**src/rtl/pipelined_adder.sv**
```systemverilog
// Pipelined N-bit add/subtract: the carry chain is cut into STAGES segments, one register per segment.
// Define PIPELINED_ADDER_FLAGS_EN to add the V (signed overflow) and Z (zero) outputs.
module pipelined_adder #(
    parameter int unsigned N      = 32,
    parameter int unsigned STAGES = 4
) (
    input  logic         clk,
    input  logic         rst,
    input  logic         valid_in,
    output logic         ready_in,
    input  logic [N-1:0] A,
    input  logic [N-1:0] B,
    input  logic         Cin,
    input  logic         Sub,
    output logic         valid_out,
    input  logic         ready_out,
    output logic [N-1:0] S,
    output logic         Cout
`ifdef PIPELINED_ADDER_FLAGS_EN
   ,output logic         V,
    output logic         Z
`endif
);
    localparam int unsigned SDIV = (STAGES == 0) ? 1 : STAGES;
    localparam int unsigned W    = N / SDIV;

    if (STAGES < 1 || STAGES > N || (N % SDIV) != 0) begin : g_bad_cfg
        $error("pipelined_adder: STAGES must be in 1..N and divide N");
    end

    logic [N-1:0]      a_r   [STAGES];
    logic [N-1:0]      b_r   [STAGES];
    logic [N-1:0]      s_r   [STAGES];
    logic [N-1:0]      s_nxt [STAGES];
    logic [W:0]        seg   [STAGES];
    logic [STAGES-1:0] c_r;
    logic [STAGES-1:0] v_r;
    logic [N-1:0]      bx;
    logic              cin0;
    logic              en;

    assign en       = ready_out | ~valid_out;
    assign ready_in = en;

    // Each stage adds its own slice; earlier sum slices ride along unchanged.
    always_comb begin
        bx       = Sub ? ~B : B;
        cin0     = Sub | Cin;
        seg[0]   = {1'b0, A[W-1:0]} + {1'b0, bx[W-1:0]} + {{W{1'b0}}, cin0};
        s_nxt[0] = '0;
        s_nxt[0][W-1:0] = seg[0][W-1:0];
        for (int unsigned k = 1; k < STAGES; k++) begin
            seg[k]   = {1'b0, a_r[k-1][k*W +: W]} + {1'b0, b_r[k-1][k*W +: W]}
                     + {{W{1'b0}}, c_r[k-1]};
            s_nxt[k] = s_r[k-1];
            s_nxt[k][k*W +: W] = seg[k][W-1:0];
        end
    end

    always_ff @(posedge clk) begin
        if (rst) begin
            v_r <= '0;
        end else if (en) begin
            v_r[0] <= valid_in;
            for (int unsigned k = 1; k < STAGES; k++) begin
                v_r[k] <= v_r[k-1];
            end
        end
    end

    // Data registers carry no reset; they are qualified by the valid bits.
    always_ff @(posedge clk) begin
        if (en) begin
            a_r[0] <= A;
            b_r[0] <= bx;
            s_r[0] <= s_nxt[0];
            c_r[0] <= seg[0][W];
            for (int unsigned k = 1; k < STAGES; k++) begin
                a_r[k] <= a_r[k-1];
                b_r[k] <= b_r[k-1];
                s_r[k] <= s_nxt[k];
                c_r[k] <= seg[k][W];
            end
        end
    end

    assign valid_out = v_r[STAGES-1];
    assign S         = s_r[STAGES-1];
    assign Cout      = c_r[STAGES-1];

`ifdef PIPELINED_ADDER_FLAGS_EN
    // Carry into the MSB is recovered from the MSB sum bit and its operands.
    assign V = (s_r[STAGES-1][N-1] ^ a_r[STAGES-1][N-1] ^ b_r[STAGES-1][N-1]) ^ c_r[STAGES-1];
    assign Z = ~|s_r[STAGES-1];
`endif

endmodule

```
**config.mk**
```make
export PLATFORM = sky130hd
export DESIGN_NAME = pipelined_adder
export DESIGN_NICKNAME = d
export VERILOG_FILES = /design/src/rtl/pipelined_adder.sv
export SDC_FILE = /design/constraint.sdc
export NUM_CORES = 1
export LEC_CHECK = 0
export CORE_ASPECT_RATIO = 1.25
export CORE_UTILIZATION = 54
export DETAILED_ROUTE_END_ITERATION = 8
export HOLD_SLACK_MARGIN = 0.06
export PLACE_DENSITY = 0.8
export SLEW_MARGIN = 40
export SYNTH_ARGS = -nofsm -noshare
export SYNTH_HDL_FRONTEND = slang
export SYNTH_SLANG_ARGS = --single-unit
```
**constraint.sdc**
```tcl
create_clock -name clk -period 11.3 [get_ports clk]
set_input_delay 2.26 -clock clk [delete_from_list [all_inputs] [get_ports clk]]
set_output_delay 2.26 -clock clk [all_outputs]
set_load 0.01 [all_outputs]
```
### After elaboration in Yosys (flattened, before gate mapping)

Memories as Yosys holds them, arrays and structs flattened.
Cells that the tools add are included.

* logic and storage cells: 20
* register bits: 8
* output and inout port bits: 35
* RAM bits: 384
* memories: 3

* bitwise gates (word level): 4
* add/subtract/negate cells: 8
* mux-type cells: 3

Memories
* a_r: depth 4, width 32, read ports 3, clocked after memory_dff 0, wr ports 4, line 31 `logic [N-1:0] a_r [STAGES];`
* b_r: depth 4, width 32, read ports 3, clocked after memory_dff 0, wr ports 4, line 32 `logic [N-1:0] b_r [STAGES];`
* s_r: depth 4, width 32, read ports 4, clocked after memory_dff 0, wr ports 4, line 33 `logic [N-1:0] s_r [STAGES];`

Operators by type and width (count)
* 8-bit by 8-bit adder with 9-bit output: 4
* 9-bit by 1-bit adder with 9-bit output: 4
* 32-bit two-way mux: 1
* 32-bit inverter: 1
* 1-bit two-way mux: 2
* 1-bit OR: 2
* 1-bit inverter: 1

### Longest topological paths before layout

Gate-level depths: netlist of the first run.

* depth in word-level cells: 4
* depth in mapped cells: 10

### Worst setup path after synthesis of the first run

No wires, ideal clock.

* kind: input-to-output
* start: in ready_out
* end: out ready_in
* path buffers: 1
* stages on the path: 2
* arrival time: 7.455 ns
* path slack: 1.585 ns
* cells stage by stage: nand2b_1 > clkbuf_1

* word-level cells in the longest chain between the ends: 1

RTL lines
* start, declared: line 16 `input logic ready_out,`
* 1-bit OR: line 42 `assign en = ready_out | ~valid_out;`
* end, declared: line 10 `output logic ready_in,`

No other way between the ends.

### Worst setup path after layout of the first run

Ends and elaborated chain as after synthesis.

==> results of run 1 <==
## flip-flops by register name, indices dropped and copies added, names as in the netlist
name  cells
a_r      48
b_r      48
c_r       4
s_r      80
v_r       4
## cells by family (layout without fill, tap and decap cells)
| logic type | Yosys count | in the layout |
|---|---|---|
| and+or+nand+nor | 54 | 54 |
| AOI/OAI and AO/OA | 56 | 56 |
| DFF | 184 | 184 |
| buffers and inverters | 22 | 154 |
| muxes | 5 | 5 |
| adders and majority gates | 36 | 36 |
| xor gates and xnor gates | 48 | 48 |
## routing by layer
metal,GRT usage (%),vias up,wire length [um]
met3,6.75,17,572
met2,29.3,116,5820
met1,16.9,1749,3870
met5,0,-,0
met4,7.79,0,167
li1,-,1771,-
## worst register-to-register path: stages, from the launching register on
cell and delay [ns]:
edfxtp_1 0.39, fa_1 0.51, fa_1 0.44, a21oi_1 0.19, nor2_1 0.08, nor2_1 0.17, o21ai_0 0.14
## report_power, final
part           leakage (nW)  total (mW)  switching, mW  internal, mW
clock network         0.290       0.598          0.231         0.366
logic                  1.21       0.266          0.117         0.148
registers              1.93       0.947         0.0375         0.910
total                  3.43        1.81          0.386          1.42
## synth_stat cells, drive strengths merged (2+ instances only)
cell type | n | area share, %
edfxtp | 180 | 75
xor2 | 36 | 4.4
ha | 28 | 4.9
a21oi | 24 | 1.7
inv | 17 | 0.89
nor2 | 15 | 0.79
xnor2 | 12 | 1.5
nor3 | 11 | 0.77
nand2 | 10 | 0.52
o21ai | 10 | 0.70
fa | 8 | 2.2
nor2b | 7 | 0.61
mux2i | 5 | 0.70
dfxtp | 4 | 1.1
nand3 | 4 | 0.28
nor4 | 4 | 0.35
o21a | 4 | 0.42
buf | 3 | 0.21
o21bai | 3 | 0.31
a21o | 2 | 0.21
a221oi | 2 | 0.24
a2bb2oi | 2 | 0.24
a311o | 2 | 0.28
clkbuf | 2 | 0.10
o211ai | 2 | 0.21
o31a | 2 | 0.24
## final timing paths
| check | to | slack [ns] | cells after the start |
|---|---|---|---|
| min reg2reg | b_r[1][27] | 0.42 | 0 |
| max | ready_in | 5.51 | 3 |
| min | b_r[1][27] | 0.42 | 0 |
| max reg2reg | c_r[2] | 9.12 | 6 |
## area by class of cell
class                           instances  area, um2  share of cell area [%]
Sequential cell                       184       5490                    60.7
Multi-Input combinational cell        199       1610                    17.8
Timing Repair Buffer                  106       1060                    11.7
Clock buffer                           17        425                    4.71
Tap cell                              168        210                    2.33
Clock inverter                         14        183                    2.02
Inverter                               17       63.8                   0.706
## metrics by stage
| step | hold slack [ns] | setup slack, ns | area (um2) |
|---|---|---|---|
| 2_1_floorplan | 0.400 | 1.59 | 7170 |
| 4_1_cts | 0.414 | 5.49 | 9030 |
| 5_1_grt | 0.422 | 5.45 | 9030 |
| 3_5_place_dp | 0.405 | 5.49 | 8430 |
| 3_3_place_gp | 0.401 | 5.51 | 8420 |
| 6_report | 0.415 | 5.51 | 9030 |
==> impl_metrics.py, run 1 <==
metrics = {
    "setup_path": {
        "cp_cell_sequence": "clkdlybuf4s50_1, nand2b_4, clkdlybuf4s50_1",
        "path_buf_inv": 2,
        "crit_path_start_kind": "input port",
        "path_max_fanout": 13,
        "worst_ep_arrival_time_ns": 3.53,
        "slowest_delay_ns": 0.58,
        "crit_top_cell": "clkdlybuf4s50_1",
        "required_ns": 9.04,
        "worstReg2RegStart": "c_r[1]",
        "crit_slowest_cell": "clkdlybuf4s50_1",
        "worstSetupPathType": "in -> out",
        "cp-end-kind": "primary output",
        "cp_top_family": "buffers and inverters",
        "startpoint": "ready_out",
    },
    "clocking": {
        "cts.path.max_buffers": 2,
        "htree_num_levels": 4,
        "cts_tree": "built",
        "root_buffer": "clkbuf_16",
        "cts_inserted_buffers": 17,
        "postCtsHoldBufs": 0,
        "clk_latency_ns": 0.41,
        "post-cts-setup-buffer-count": 0,
        "path_clk_slew_ns": 0.06,
        "cts_sinks": 184,
        "cts_resized": 0,
    },
    "die": {
        "start_util_pct": 55.9,
        "die_width_um": 105,
        "rows": 46,
        "die_h_um": 131,
        "io_pins": 105,
        "core_mm2": 0.0128,
        "dieArea_mm2": 0.0137,
    },
    "sta": {
        "fin_crit_sh_pct": 51.2,
        "fmax_mhz": 173,
        "rsz0062_at_grt": "false",
        "finalClockSkew_ns": 0.00906,
        "fin_tns_setup_ns": 0,
        "finalSetupViolCount": 0,
        "max_slew_margin_pct": 47.0,
        "finalMaxSlewViolations": 0,
        "fin_crit_ns": 5.79,
        "tightest_slew_ns": 0.794,
        "finalHoldViolations": 0,
    },
    "grt": {
        "antenna_found_initial": 0,
        "grt_first_pass_wirelength_um": 16600,
        "grt_max_degree": 89,
        "grt-ovfl-total": 0,
        "grt_usage_pct": 16.4,
        "first_global_vias": 3606,
    },
    "layout": {
        "most-common-layout-cells": "edfxtp_1, clkdlybuf4s50_1, xor2_1, ha_1, a21oi_1",
        "num_antenna_cells": 0,
        "final_common_cell": "edfxtp_1",
        "fill_cells": 832,
        "final_nets": 631,
        "syn_to_final_growth_pct": 26.0,
        "final_cells": 705,
        "drive_gt1_share_pct": 6.89,
        "finalCoreUtilization_pct": 70.4,
    },
    "placement": {
        "io_buffers": 104,
        "gp_congestion": 0.781,
        "hpwlAfterDp_um": 6920,
        "dp.cells": 674,
    },
    "synth": {
        "avgSynthCellArea_um2": 17.7,
        "synthCells": 405,
        "synth_nets": 511,
        "netlist_area_mm2": 0.00717,
        "synth_edf_count": 180,
        "synthSimpleGateAreaFrac_pct": 3.63,
        "async_reset_ff_share_pct": 0,
        "ys_types": 34,
        "ys.flop_type": "edfxtp_1",
        "yosysWarnings": 0,
        "yosys.area_share.xor_xnor_pct": 5.86,
        "synth-adder-area-share_pct": 7.12,
        "synth_top_family_by_area": "adder cells",
        "synth_seq_area_share_pct": 76.5,
        "synthMuxAreaShare_pct": 0.698,
        "ys_seq_elements": 184,
        "synth-compound-area-share_pct": 4.97,
    },
    "hold_path": {
        "hp-class": "reg -> reg",
        "holdCritStartpoint": "b_r[0][27]",
    },
    "drt": {
        "first_iter_violations": 160,
        "drc": 0,
        "num_vias": 3653,
        "ant_nets": 0,
        "firstDrtPassIters": 5,
        "avgRoutedWirePerCell_um": 14.8,
        "wl_um": 10400,
        "detail_route.vias_per_cell": 5.18,
    },
    "power": {
        "leakagePower_nw": 3.43,
        "total_power_mw": 1.81,
        "powerDensity_mw_per_mm2": 200,
        "peakVddDrop_uv": 101,
    },
    "outcome": {
        "outcome": "completed",
    },
    "job": {
        "max_cap_viol_count": 0,
    },
}
Note: power is estimated with default switching activity, not from simulation.
==> run 2, diff against run 1 <==
--- a/config.mk
+++ b/config.mk
@@ -6,10 +6,10 @@
 export NUM_CORES = 1
 export LEC_CHECK = 0
 export CORE_ASPECT_RATIO = 1.25
-export CORE_UTILIZATION = 54
+export CORE_UTILIZATION = 49
 export DETAILED_ROUTE_END_ITERATION = 8
 export HOLD_SLACK_MARGIN = 0.06
-export PLACE_DENSITY = 0.8
+export PLACE_DENSITY = 0.77
 export SLEW_MARGIN = 40
 export SYNTH_ARGS = -nofsm -noshare
 export SYNTH_HDL_FRONTEND = slang
==> constraint.sdc (replaced) <==
create_clock -name clk -period 4.8 [get_ports clk]
set_input_delay 0.96 -clock clk [delete_from_list [all_inputs] [get_ports clk]]
set_output_delay 0.96 -clock clk [all_outputs]
set_load 0.01 [all_outputs]
==> run 2 against run 1 <==
Global-route usage down 1.1 points. Core utilization decreased by 7.3 points. Final cell count rose by 1.6%. Clock-buffer cell count is 2 higher. First-iteration DRC count up 16%. Combinational power increased by 140%. Setup slack got worse by 4.1 ns. Critical path type unchanged. Via count rose by 0.27%. Die area grew 10%.
==> impl_metrics.py, run 2 (same netlist as run 1, synthesis figures left out) <==
metrics = {
    "sta": {
        "finalClockSkew_ns": 0.00885,
        "rsz0062_at_grt": "false",
        "fin_crit_ns": 3.39,
        "fin_tns_setup_ns": 0,
        "tightest_slew_ns": 0.707,
        "finalHoldViolations": 0,
        "fin_crit_sh_pct": 70.6,
        "fmax_mhz": 295,
        "finalSetupViolCount": 0,
        "max_slew_margin_pct": 52.9,
        "finalMaxSlewViolations": 0,
    },
    "grt": {
        "grt_first_pass_wirelength_um": 16800,
        "grt_max_degree": 84,
        "grt-ovfl-total": 0,
        "grt_usage_pct": 15.3,
        "antenna_found_initial": 0,
        "first_global_vias": 3614,
    },
    "die": {
        "rows": 49,
        "die_width_um": 110,
        "dieArea_mm2": 0.0151,
        "core_mm2": 0.0143,
        "io_pins": 105,
        "die_h_um": 137,
        "start_util_pct": 50.0,
    },
    "layout": {
        "drive_gt1_share_pct": 6.69,
        "final_nets": 632,
        "largest_reg_flops": 80,
        "final_common_cell": "edfxtp_1",
        "reg_top3": "s_r: 80 flops, a_r: 48 flops, b_r: 48 flops",
        "syn_to_final_growth_pct": 26.2,
        "finalCoreUtilization_pct": 63.1,
        "regMostFlops": "s_r",
        "most-common-layout-cells": "edfxtp_1, clkdlybuf4s50_1, xor2_1, ha_1, a21oi_1",
        "num_antenna_cells": 0,
    },
    "clocking": {
        "cts_tree": "built",
        "clk_latency_ns": 0.41,
        "path_clk_slew_ns": 0.07,
        "root_buffer": "clkbuf_16",
        "cts_sinks": 184,
        "cts.path.max_buffers": 2,
        "cts_inserted_buffers": 17,
        "htree_num_levels": 4,
        "postCtsHoldBufs": 0,
        "cts_resized": 0,
        "post-cts-setup-buffer-count": 0,
    },
    "drt": {
        "num_vias": 3663,
        "first_iter_violations": 186,
        "wl_um": 10700,
        "detail_route.vias_per_cell": 5.12,
        "ant_nets": 0,
        "firstDrtPassIters": 4,
        "avgRoutedWirePerCell_um": 15.0,
        "drc": 0,
    },
    "hold_path": {
        "hold_depth": 0,
        "holdCritStartpoint": "s_r[1][10]",
        "hold_end": "s_r[2][10]",
        "hp-class": "reg -> reg",
    },
    "setup_path": {
        "path_max_fanout": 29,
        "worstReg2RegStart": "c_r[1]",
        "crit_path_start_kind": "input port",
        "worst_ep_arrival_time_ns": 2.43,
        "worst-r2r-cell-count": 6,
        "r2r_end": "c_r[2]",
        "worstSetupPathType": "in -> out",
        "required_ns": 3.84,
        "r2r_setup_slack_ns": 2.65,
        "cp-end-kind": "primary output",
    },
    "power": {
        "leakagePower_nw": 3.43,
        "combPwrFrac_pct": 15.1,
        "powerDensity_mw_per_mm2": 468,
        "seqPwrFrac_pct": 52.6,
        "switching_share_pct": 21.8,
        "netSwitchingPower_uw": 922,
        "pwr-share-clk_pct": 32.3,
        "p_int_mw": 3.31,
        "peakVddDrop_uv": 245,
    },
    "job": {
        "max_cap_viol_count": 0,
    },
    "placement": {
        "hpwlAfterDp_um": 7460,
        "gp_congestion": 0.768,
        "io_buffers": 104,
    },
    "outcome": {
        "outcome": "completed",
    },
}
-- run 2: changes by cell type in the layout (fill, tap and decap cells not counted), sizes merged --
cell | before | now
buf | 3 | 4
inv | 17 | 19
clkinv | 7 | 4
bufinv | 4 | 3
clkbuf | 17 | 19
-- run 2: power groups by stage --
stage | clock [mW] | combinational, mW | sequential, mW
floorplan | 0 | 0.265 | 2.29
global placement | 0 | 0.606 | 2.25
detailed placement | 0 | 0.636 | 2.26
CTS | 1.39 | 0.640 | 2.23
global route | 1.46 | 0.699 | 2.26
finish | 1.37 | 0.638 | 2.23
-- run 2: layout make-up --
class,count,area (um2)
Multi-Input combinational cell,199,1610
Sequential cell,184,5490
Inverter,17,63.8
Tap cell,178,223
Clock inverter,12,150
Clock buffer,19,433
Timing Repair Buffer,107,1090
Fill cell,1061,5300
-- run 2: how the worst max path moves through the flow --
stage | end | slack [ns] | cells after the start | startpoint
2_1_floorplan | ready_in | 0.42 | 2 | ready_out
3_3_place_gp | c_r[0] | 1.35 | 9 | Sub
5_1_grt | ready_in | 1.35 | 3 | ready_out
4_1_cts | ready_in | 1.40 | 3 | ready_out
6_report | ready_in | 1.41 | 3 | ready_out
3_5_place_dp | ready_in | 1.41 | 3 | ready_out
-- run 2: per-stage QoR --
stage                     instances  total power [mW]  cell area [um2]  hold slack, ns  setup WS (ns)
after global placement          684              2.85             8430           0.400           1.35
after CTS                       716              4.27             9040           0.416           1.40
final                           716              4.23             9050           0.413           1.41
after floorplan                 405              2.56             7170           0.400          0.420
after global routing            716              4.41             9050           0.421           1.35
after detailed placement        685              2.90             8460           0.405           1.41
-- run 2: critical path, stage by stage --
cell,delay (ns)
clkdlybuf4s50_1,0.46
nand2b_4,0.37
clkdlybuf4s50_1,0.62
-- run 2: layer usage --
layer  global-route usage, %  wire [um]  vias to the layer above
met5                       0          0                        -
met4                    6.58        180                        0
met3                    4.49        377                       15
met2                    27.7       5980                       98
met1                    16.4       4200                     1772
li1                        -          -                     1778
